$ cat src/rtl/instr_mem_loader.sv
// Boot-time loader: assembles a little-endian byte stream into 32-bit words and
// writes them to instruction memory from address 0. Optional macro: LOADER_CHECKSUM_EN.
module instr_mem_loader #(
  parameter int DEPTH  = 16,
  parameter int ADDR_W = 4
) (
  input  logic              i_clk,
  input  logic              i_rst,
  input  logic              i_start,
  input  logic              i_byte_valid,
  input  logic [7:0]        i_byte_data,
  input  logic              i_byte_last,
  output logic              o_byte_ready,
  output logic              o_wr_en,
  output logic [ADDR_W-1:0] o_wr_addr,
  output logic [31:0]       o_wr_data,
  output logic              o_busy,
  output logic              o_done,
  output logic              o_cpu_hold,
  output logic [ADDR_W:0]   o_word_count,
  output logic [31:0]       o_checksum
);

  typedef enum logic [1:0] {S_IDLE, S_LOAD, S_WRITE, S_DONE} state_t;

  localparam logic [ADDR_W-1:0] LAST_ADDR = ADDR_W'(DEPTH - 1);

  state_t            r_state;
  logic [1:0]        r_byteIdx;
  logic [ADDR_W-1:0] r_addr;
  logic [ADDR_W:0]   r_wordCount;
  logic [31:0]       r_asm;
  logic              r_lastSeen;

  logic w_startOk;
  logic w_wordEnd;

  assign w_startOk = i_start && (r_state == S_IDLE || r_state == S_DONE);
  assign w_wordEnd = (r_byteIdx == 2'd3) || i_byte_last;

  // Main sequencer: a word is flushed after four bytes or early on byte_last,
  // and the load ends on byte_last or when the last memory word is written.
  always_ff @(posedge i_clk) begin
    if (i_rst) begin
      r_state     <= S_IDLE;
      r_byteIdx   <= 2'd0;
      r_addr      <= '0;
      r_wordCount <= '0;
      r_asm       <= 32'h0;
      r_lastSeen  <= 1'b0;
    end else begin
      case (r_state)
        S_IDLE, S_DONE: begin
          if (w_startOk) begin
            r_state     <= S_LOAD;
            r_byteIdx   <= 2'd0;
            r_addr      <= '0;
            r_wordCount <= '0;
            r_asm       <= 32'h0;
            r_lastSeen  <= 1'b0;
          end
        end
        S_LOAD: begin
          if (i_byte_valid) begin
            case (r_byteIdx)
              2'd0:    r_asm[7:0]   <= i_byte_data;
              2'd1:    r_asm[15:8]  <= i_byte_data;
              2'd2:    r_asm[23:16] <= i_byte_data;
              default: r_asm[31:24] <= i_byte_data;
            endcase
            r_byteIdx <= r_byteIdx + 2'd1;
            if (w_wordEnd) begin
              r_state    <= S_WRITE;
              r_lastSeen <= i_byte_last;
            end
          end
        end
        S_WRITE: begin
          r_addr      <= r_addr + 1'b1;
          r_wordCount <= r_wordCount + 1'b1;
          r_byteIdx   <= 2'd0;
          r_asm       <= 32'h0;
          r_lastSeen  <= 1'b0;
          if (r_lastSeen || r_addr == LAST_ADDR) begin
            r_state <= S_DONE;
          end else begin
            r_state <= S_LOAD;
          end
        end
        default: r_state <= S_IDLE;
      endcase
    end
  end

`ifdef LOADER_CHECKSUM_EN
  logic [31:0] r_checksum;

  // Running XOR of every word written during the current load.
  always_ff @(posedge i_clk) begin
    if (i_rst || w_startOk) begin
      r_checksum <= 32'h0;
    end else if (r_state == S_WRITE) begin
      r_checksum <= r_checksum ^ r_asm;
    end
  end

  assign o_checksum = r_checksum;
`else
  assign o_checksum = 32'h0;
`endif

  // Outputs depend only on registered state, never on the byte inputs.
  assign o_byte_ready = (r_state == S_LOAD);
  assign o_wr_en      = (r_state == S_WRITE);
  assign o_wr_addr    = r_addr;
  assign o_wr_data    = r_asm;
  assign o_busy       = (r_state == S_LOAD) || (r_state == S_WRITE);
  assign o_done       = (r_state == S_DONE);
  assign o_cpu_hold   = o_busy;
  assign o_word_count = r_wordCount;

endmodule

$ cat config.mk
export PLATFORM = sky130hd
export DESIGN_NAME = instr_mem_loader
export DESIGN_NICKNAME = d
export VERILOG_FILES = /design/src/rtl/instr_mem_loader.sv
export SDC_FILE = /design/constraint.sdc
export NUM_CORES = 1
export LEC_CHECK = 0
export CORE_UTILIZATION = 35
export DETAILED_ROUTE_END_ITERATION = 10
export DONT_BUFFER_PORTS = 1
export SYNTH_ARGS = -nofsm -noshare
export SYNTH_HDL_FRONTEND = slang
export SYNTH_SLANG_ARGS = --single-unit
$ cat constraint.sdc
create_clock -name i_clk -period 2.14 [get_ports i_clk]
set_clock_uncertainty 0.2 [all_clocks]
set_input_delay 0.214 -clock i_clk [delete_from_list [all_inputs] [get_ports i_clk]]
set_output_delay 0.214 -clock i_clk [all_outputs]
set_load 0.005 [all_outputs]
== Word-level counts from Yosys, hierarchy flattened ==
Index checks and enable logic that the tools add are counted.

* Bits in registers: 46
* Bits of input ports: 13
* Output and inout port bits: 78
* Word-level logic and storage cells: 66

* $add $sub $neg: 3
* Equal/unequal tests: 14
* Mux-type cells: 23
* Reductions and logical operators: 17

{| class="wikitable"
|+ Operators with widths
! kind !! number
|-
| $pmux 32 s3 || 1
|-
| $mux 32 || 2
|-
| $mux 8 || 4
|-
| $reduce_and 3->1 || 5
|-
| $mux 2 || 6
|-
| $pmux 2 s3 || 2
|-
| $pmux 5 s2 || 1
|-
| $eq 2x2->1 const B || 4
|-
| $ne 2x1->1 const B || 4
|-
| $pmux 4 s2 || 1
|-
| $ne 2x2->1 const B || 3
|-
| $add 5x1->5 const B || 1
|-
| $mux 5 || 1
|-
| $add 4x1->4 const B || 1
|-
| $eq 2x1->1 const B || 2
|-
| $eq 4x4->1 const B || 1
|-
| $logic_not 2->1 || 2
|-
| $logic_or 1x1->1 || 4
|-
| $mux 4 || 1
|-
| $reduce_and 2->1 || 2
|-
| $mux 1 || 3
|-
| $pmux 1 s3 || 1
|-
| $reduce_or 3->1 || 1
|-
| $add 2x1->2 const B || 1
|-
| other kinds (3) || 3
|}

== Logic depth before layout (Yosys ltp) ==
Gate-level depths: netlist of the first run.

* Depth in word-level cells: 5
* Gate-level depth with buffers: 7

== Worst setup path before layout of the first run ==
No wires, ideal clock.

* Path kind: register to register
* Start point: register r_state[0]
* End point: register r_asm[29], in the netlist o_wr_data[29]
* Arrival: 1.533 ns
* Data required time: 1.870 ns
* Slack: 0.336 ns
* Stages on the path, launching flop included: 8
* Path buffers: 2
* Period minus slack after synthesis: 1.804 ns
* Cells stage by stage: dfxtp_1 -> inv_1 -> ha_1 -> nand2b_1 -> clkbuf_1 -> clkbuf_1 -> nand4_1 -> a21oi_1

* Longest elaborated chain between the ends: 5
* Elaborated cells on any way between the ends: 12

{| class="wikitable"
|+ Ends and longest elaborated chain
! element !! RTL line !! source
|-
| from (decl) || 28 || <nowiki>state_t r_state;</nowiki>
|-
| from (signal assigned) || 45 || <nowiki>r_state <= S_IDLE;</nowiki>
|-
| from (signal assigned) || 55 || <nowiki>r_state <= S_LOAD;</nowiki>
|-
| from (signal assigned) || 73 || <nowiki>r_state <= S_WRITE;</nowiki>
|-
| $eq 2x2->1 / $logic_not 2->1 (equally long branches) || 38, 52 ||
|-
| $logic_or 1x1->1 || 38 || <nowiki>assign w_startOk = i_start && (r_state == S_IDLE || r_state == S_DONE);</nowiki>
|-
| $logic_and 1x1->1 || 38 ||
|-
| $ne 2x2->1 (no source line) || n/a ||
|-
| $reduce_and 3->1 (no source line) || n/a ||
|-
| to (signal assigned) || 69 || <nowiki>default: r_asm[31:24] <= i_byte_data;</nowiki>
|-
| to (decl) || 32 || <nowiki>logic [31:0] r_asm;</nowiki>
|}

Several ways; a longest one is shown, not always the timed one.
A chain may end at the register's enable or synchronous reset.

== Worst setup path in the final report of the first run ==
* Start point: register r_state[0]
* End point: register r_addr[3], in the netlist o_wr_addr[3]

* Longest elaborated chain between the ends: 5
* Elaborated cells on any way between the ends: 10

{| class="wikitable"
|+ Ends and longest elaborated chain
! element !! RTL line !! source
|-
| $eq 2x2->1 / $logic_not 2->1 (equally long branches) || 38, 52 ||
|-
| $logic_or 1x1->1 || 38 ||
|-
| $logic_and 1x1->1 || 38 ||
|-
| $ne 2x2->1 (no source line) || n/a ||
|-
| $reduce_and 2->1 (no source line) || n/a ||
|-
| to (signal assigned) || 79 || <nowiki>r_addr <= r_addr + 1'b1;</nowiki>
|-
| to (decl) || 30 || <nowiki>logic [ADDR_W-1:0] r_addr;</nowiki>
|}

Several ways; a longest one is shown, not always the timed one.

==> results.json, run 1 <==
{
  "hold_violations": 0,
  "flop_to_flop_setup_slack_ns": 0.15,
  "grt_max_degree": 44,
  "die_area_sq_um": 6950,
  "final_net_count": 304,
  "avgRoutedWirePerCell_um": 15.6,
  "detailroute.via_count": 1951,
  "initial_cell_density_of_the_core_pct": 36.3,
  "syn_area_per_cell_sq_um": 8.40,
  "detail_route.drc_violations": 0,
  "synth.yosys.warnings": 0,
  "crit_slowest_cell": "dfxtp_1",
  "timing.setup.critical_path_class": "flop to flop",
  "syn_to_final_growth_pct": 9.13,
  "critical_path_required_ns": 2.18,
  "cts_inserted_buffers": 5,
  "clk_root_buffer_cell": "clkbuf_8",
  "worst-r2r-cell-count": 6,
  "chipWidth_um": 83.4,
  "drt_first_iter_violations": 151,
  "ys_seq_area_share_pct": 39.7,
  "place.gp.congestion": 0.773,
  "core_region_area_sq_um": 6390,
  "setup.worst_path.start_class": "flop",
  "worstSkewPairLatency_ns": 0.30,
  "final_antenna_net_count": 0,
  "num_antenna_cells": 0,
  "vdd.ir_drop.worst_uv": 447,
  "crit-reg2reg-capture": "o_wr_addr[3]",
  "cellLeakagePower_nw": 0.916,
  "cts_post_setup_buffers_inserted": 0,
  "cp_cell_sequence": "inv_1 -> ha_1 -> mux2i_1 -> buf_4 -> or3_1 -> a21oi_1",
  "finalWirelength_um": 5590,
  "drive_above_1_share_pct": 7.45,
  "grt_antenna_before_repair": 0,
  "fillCellCount": 663,
  "logic_pwr_share_pct": 26.4,
  "finalWorstPathRequiredPeriod_ns": 1.99,
  "detailedRoute.firstPassIterationCount": 4,
  "boundaryPins": 91,
  "row_count": 29,
  "worst_setup_path_startpoint": "r_state[0]",
  "power.internal_w": 0.00138,
  "status": "finished, final reports clean",
  "switching_share_pct": 34.0,
  "synth_cell_types": 32,
  "ctsLongestPathBuffers": 2,
  "cts_sinks": 46,
  "hold-path-endpoint": "o_word_count[3]",
  "min-delay-path-class": "primary input to flop",
  "critical_path.endpoint_type": "flop",
  "netSwitchingPower_w": 0.000711,
  "cellPowerDensity_nw_per_um2": 827,
  "worst_ep_arrival_time_ns": 2.03,
  "sequentialPowerShare_pct": 46.1,
  "post-dp-hpwl_um": 3800,
  "grt_first_pass_wirelength_um": 9090,
  "final_non_filler_cell_total": 359,
  "globalRoute.totalOverflow": 0,
  "grtUsageTotal_pct": 16.2,
  "vias_per_cell": 5.43,
  "critical-path-max-stage-delay_ns": 0.41,
  "multiInputGateArea_sq_um": 1170,
  "ff_latch_area_sq_um": 921,
  "dpl.cell_count": 339,
  "synth-async-reset-ratio_pct": 0,
  "tritoncts": "yes",
  "clock_tree.htree_level_count": 2,
  "power.clock.fraction_pct": 27.5,
  "ys_dominant_reg_cell": "dfxtp_1",
  "buffer_ports.inserted": 0,
  "hold_depth": 2,
  "floorplan.die.height_um": 83.4,
  "worstReg2RegStart": "r_state[0]",
  "clk_pin_slew_worst_paths_ns": 0.09,
  "slew_viol_final": 0,
  "synthesis.area_sq_um": 2320,
  "syn-instance-count": 276,
  "first_global_vias": 1759,
  "timing.max_cap.violations": 0,
  "setup-tns-final_ns": 0,
  "grt_setup_unrepaired": "false",
  "hold_path.startpoint": "i_rst",
  "synth_enable_flop_cells": 0,
  "final_setup_violations": 0,
  "timing.final.crit_share_pct": 92.9,
  "max_clock_freq_ghz": 0.503,
  "synth_seq_cells": 46,
  "critical_path.max_fanout": 8
}
layout by cell type (no fill, tap or decap), types with 2 or more instances in the layout:
cell           synthesis  layout
a21bo_1                4       4
a21boi_2               0       3
a21oi_1               43      43
a32oi_1                2       2
buf_12                 0       3
buf_4                 33       7
clkbuf_8               0       6
conb_1                 1      32
dfxtp_1               46      46
dlygate4sd3_1          0      11
ha_1                  10      10
inv_1                  7       7
nand2_1                5       5
nand3_1                2       2
nand3b_1               2       2
nand4_1               36      36
nor2_1                 3       3
o21ai_0               39      39
or3_1                  4       4
synth_stat cells (2+ instances only):
library cell,count,area (sq um)
a21bo_1,4,40.0
a21boi_1,4,30.0
a21oi_1,43,215
a32oi_1,2,17.5
buf_1,2,7.51
buf_2,5,25.0
buf_4,33,248
clkbuf_1,14,52.6
dfxtp_1,46,921
ha_1,10,125
inv_1,7,26.3
nand2_1,5,18.8
nand2b_1,2,12.5
nand3_1,2,10.0
nand3b_1,2,15.0
nand4_1,36,225
nor2_1,3,11.3
o21ai_0,39,195
or3_1,4,25.0
power by group through the flow:
stage               logic, W  clock network [W]  registers, W
floorplan           0.000419                  0      0.000971
global placement    0.000491                  0      0.000985
detailed placement  0.000498                  0      0.000986
CTS                 0.000541           0.000594      0.000966
global route        0.000615           0.000624      0.000974
finish              0.000551           0.000575      0.000965
per-layer routing:
layer  global-route usage [%]  share of wire, %
met1                     22.0                44
met3                     4.57               8.3
met4                     6.90               2.1
met5                        0                 0
met2                     23.8                46
timing repair:
action | 4_1_cts | 5_1_grt
gates resized for setup | 0 | 4
hold buffers | 12 | 0
endpoints found under the hold margin | 41 | 0
endpoints found under the setup margin | 0 | 27
critical path: cells and delay by family, from the launching register on:
family          cells  cell delay [ns]
flops               1             0.41
fa+ha+maj           1             0.39
simple gates        1             0.34
buf+inv             2             0.25
mux                 1             0.20
compound gates      1             0.14
how the worst max path moves through the flow:
stage                                to  slack (ns)  depth (start not counted)
after CTS                 o_wr_data[12]        0.07                          6
after detailed placement  o_wr_data[12]        0.09                          6
after floorplan           o_wr_data[29]        0.34                          7
final                      o_wr_addr[3]        0.15                          6
after global placement    o_wr_data[12]        0.12                          6
after global routing       o_wr_addr[3]        0.02                          6
sequential cells by signal, summed over array words and instances (netlist names):
name and count:
r_byteIdx 2, r_state 2, o_wr_data 32, o_wr_addr 4, o_word_count 5, r_lastSeen 1
metrics by stage:
| step | setup slack (ns) | total power, W | util, % | instance area (sq um) | hold WS, ns |
|---|---|---|---|---|---|
| floorplan | 0.336 | 0.00139 | - | 2430 | 0.178 |
| global route | 0.0214 | 0.00221 | 39.6 | 2530 | 0.0290 |
| CTS | 0.0666 | 0.00210 | 39.4 | 2510 | 0.00284 |
| detailed placement | 0.0858 | 0.00148 | 35.9 | 2290 | 0.0872 |
| global placement | 0.116 | 0.00148 | 35.9 | 2290 | 0.0863 |
| finish | 0.152 | 0.00209 | 39.6 | 2530 | 0.0129 |
kinds of logic after synthesis:
family | count (synthesis) | share of synthesized area [%]
buffers and inverters | 61 | 15.5
other | 1 | 0.162
muxes | 1 | 0.432
and+or+nand+nor | 59 | 15.3
AOI/OAI and AO/OA | 98 | 23.5
DFF | 46 | 39.7
adders and majority gates | 10 | 5.40
final cells by class:
| class | count | area share [%] |
|---|---|---|
| clock buffer | 7 | 3.41 |
| timing repair buffer | 21 | 8.81 |
| inverter | 7 | 1.04 |
| multi-input combinational | 200 | 46.2 |
| sequential | 46 | 36.4 |
| tap | 77 | 3.81 |
| clock inverter | 1 | 0.346 |
Note: power is estimated with default switching activity, not from simulation.
==> run 2: changes to the inputs <==
==> constraint.sdc (replaced) <==
create_clock -name i_clk -period 2.14 [get_ports i_clk]
set_clock_uncertainty 0.2 [all_clocks]
set_input_delay 0.428 -clock i_clk [delete_from_list [all_inputs] [get_ports i_clk]]
set_output_delay 0.428 -clock i_clk [all_outputs]
set_load 0.005 [all_outputs]
==> run 2 against run 1 <==
Against the previous run:
- worst setup slack about the same
- critical endpoint unchanged
- critical path depth is the same
- clock-buffer cell count is the same
- maximum frequency is essentially flat
- highest routed layer unchanged
- utilization down 1.7 points
==> results.json, run 2 (same netlist as run 1, synthesis figures left out) <==
{
  "layout.cells.most_common_list": "dfxtp_1, a21oi_1, o21ai_0",
  "initial_cell_density_of_the_core_pct": 36.3,
  "detailedRoute.firstPassIterationCount": 4,
  "switching_share_pct": 33.7,
  "mostFrequentLayoutCell": "dfxtp_1",
  "num_antenna_cells": 0,
  "chipWidth_um": 83.4,
  "vdd.ir_drop.worst_uv": 447,
  "hold-path-endpoint": "o_wr_data[15]",
  "clk_pin_slew_worst_paths_ns": 0.09,
  "grt_setup_unrepaired": "false",
  "sequentialPowerShare_pct": 46.8,
  "pre_cts_slack_ns": 0.0858,
  "logic_pwr_share_pct": 25.3,
  "drive_above_1_share_pct": 7.75,
  "setup-tns-final_ns": 0,
  "grt_max_degree": 44,
  "cts_inserted_buffers": 5,
  "detail_route.drc_violations": 0,
  "cellLeakagePower_nw": 0.870,
  "layer_with_the_highest_usage": "met2",
  "floorplan.die.height_um": 83.4,
  "share_of_the_core_filled_with_cells_pct": 37.9,
  "grt_antenna_before_repair": 0,
  "clock_tree.htree_level_count": 2,
  "met1_usage_pct": 20.9,
  "crit-reg2reg-capture": "o_wr_addr[3]",
  "power.clock.fraction_pct": 27.8,
  "syn_to_final_growth_pct": 4.37,
  "critical_path.endpoint_type": "flop",
  "critical_path_required_ns": 2.18,
  "final_std_cell_area_no_fill_sq_um": 2420,
  "post-dp-hpwl_um": 3800,
  "slew_viol_final": 0,
  "clk_root_buffer_cell": "clkbuf_8",
  "multiInputGateArea_sq_um": 1170,
  "detailroute.via_count": 1897,
  "hold_depth": 2,
  "hold_ws_ns": 0.0821,
  "boundaryPins": 91,
  "place.gp.congestion": 0.773,
  "final_antenna_net_count": 0,
  "max_clock_freq_ghz": 0.503,
  "final_setup_violations": 0,
  "flop_to_flop_setup_slack_ns": 0.15,
  "ctsLongestPathBuffers": 2,
  "grt.met3_usage_pct": 4.77,
  "cts_sinks": 46,
  "vias_per_cell": 5.45,
  "worstReg2RegStart": "r_state[0]",
  "largest_register_ffs": 32,
  "grtUsageTotal_pct": 15.7,
  "tritoncts": "yes",
  "status": "finished, final reports clean",
  "layout_setup_ws_ns": 0.152,
  "hold_violations": 0,
  "avgRoutedWirePerCell_um": 15.5,
  "min-delay-path-class": "primary input to flop",
  "buffer_ports.inserted": 0,
  "netSwitchingPower_w": 0.000694,
  "final_net_count": 293,
  "post_dp_cell_area_sq_um": 2290,
  "critical_path.max_fanout": 8,
  "setup.worst_path.start_class": "flop",
  "drt_first_iter_violations": 161,
  "timing.setup.critical_path_class": "flop to flop",
  "worstSkewPairLatency_ns": 0.30,
  "worst_ep_arrival_time_ns": 2.02,
  "row_count": 29,
  "worst-r2r-cell-count": 6,
  "hold_path.startpoint": "i_byte_data[7]",
  "timing.final.crit_share_pct": 92.9,
  "timing.max_cap.violations": 0,
  "globalRoute.totalOverflow": 0,
  "finalWirelength_um": 5380,
  "grt_first_pass_wirelength_um": 8790,
  "global_route.usage.met2_pct": 23.9,
  "power.internal_w": 0.00137,
  "core_region_area_sq_um": 6390,
  "ff_latch_area_sq_um": 921,
  "first_global_vias": 1697,
  "finalWorstPathRequiredPeriod_ns": 1.99,
  "cellPowerDensity_nw_per_um2": 852,
  "fillCellCount": 672,
  "die_area_sq_um": 6950
}
==> run 2: power by group through the flow <==
stage	Sequential, W	Clock, W	Combinational, W
after floorplan	0.000971	0	0.000419
after global placement	0.000985	0	0.000491
after detailed placement	0.000986	0	0.000498
after CTS	0.000966	0.000594	0.000515
after global routing	0.000973	0.000624	0.000586
final	0.000965	0.000574	0.000522
==> run 2: how the worst max path moves through the flow <==
| stage | endpoint | from | slack (ns) |
|---|---|---|---|
| 6_report | o_wr_addr[3] | r_state[0] | 0.15 |
| 5_1_grt | o_wr_addr[3] | r_state[0] | 0.02 |
| 4_1_cts | o_wr_data[12] | r_state[0] | 0.07 |
| 3_5_place_dp | o_wr_data[12] | r_state[0] | 0.09 |
| 3_3_place_gp | o_wr_data[12] | r_state[0] | 0.12 |
| 2_1_floorplan | o_wr_data[29] | r_state[0] | 0.34 |
==> run 2: metal layers <==
metal | routed length [um] | vias up
met1 | 2380 | 884
met3 | 476 | 6
met4 | 73 | 0
li1 | - | 926
met2 | 2450 | 81
met5 | 0 | -
==> run 2: critical path, stage by stage (launching register included) <==
cell and delay [ns]:
dfxtp_1 0.41, inv_1 0.06, ha_1 0.39, mux2i_1 0.20
buf_4 0.19, or3_1 0.34, a21oi_1 0.14
==> run 2: timing repair <==
| action | 4_1_cts | 5_1_grt |
|---|---|---|
| hold buffers | 1 | 0 |
| buffers inserted | 0 | 0 |
| gates resized for setup | 0 | 4 |
| endpoints found under the hold margin | 40 | 0 |
| endpoints found under the setup margin | 0 | 27 |
==> run 2: through the flow <==
step	total power [W]	instances
after floorplan	0.00139	307
after detailed placement	0.00148	339
final	0.00206	348
after global placement	0.00148	339
after CTS	0.00208	348
after global routing	0.00218	348
==> run 2: area by class of cell <==
class	instances	area share [%]
tap	77	3.98
timing repair buffer	10	4.66
multi-input combinational	200	48.3
sequential	46	38.1
clock inverter	1	0.362
inverter	7	1.09
clock buffer	7	3.57
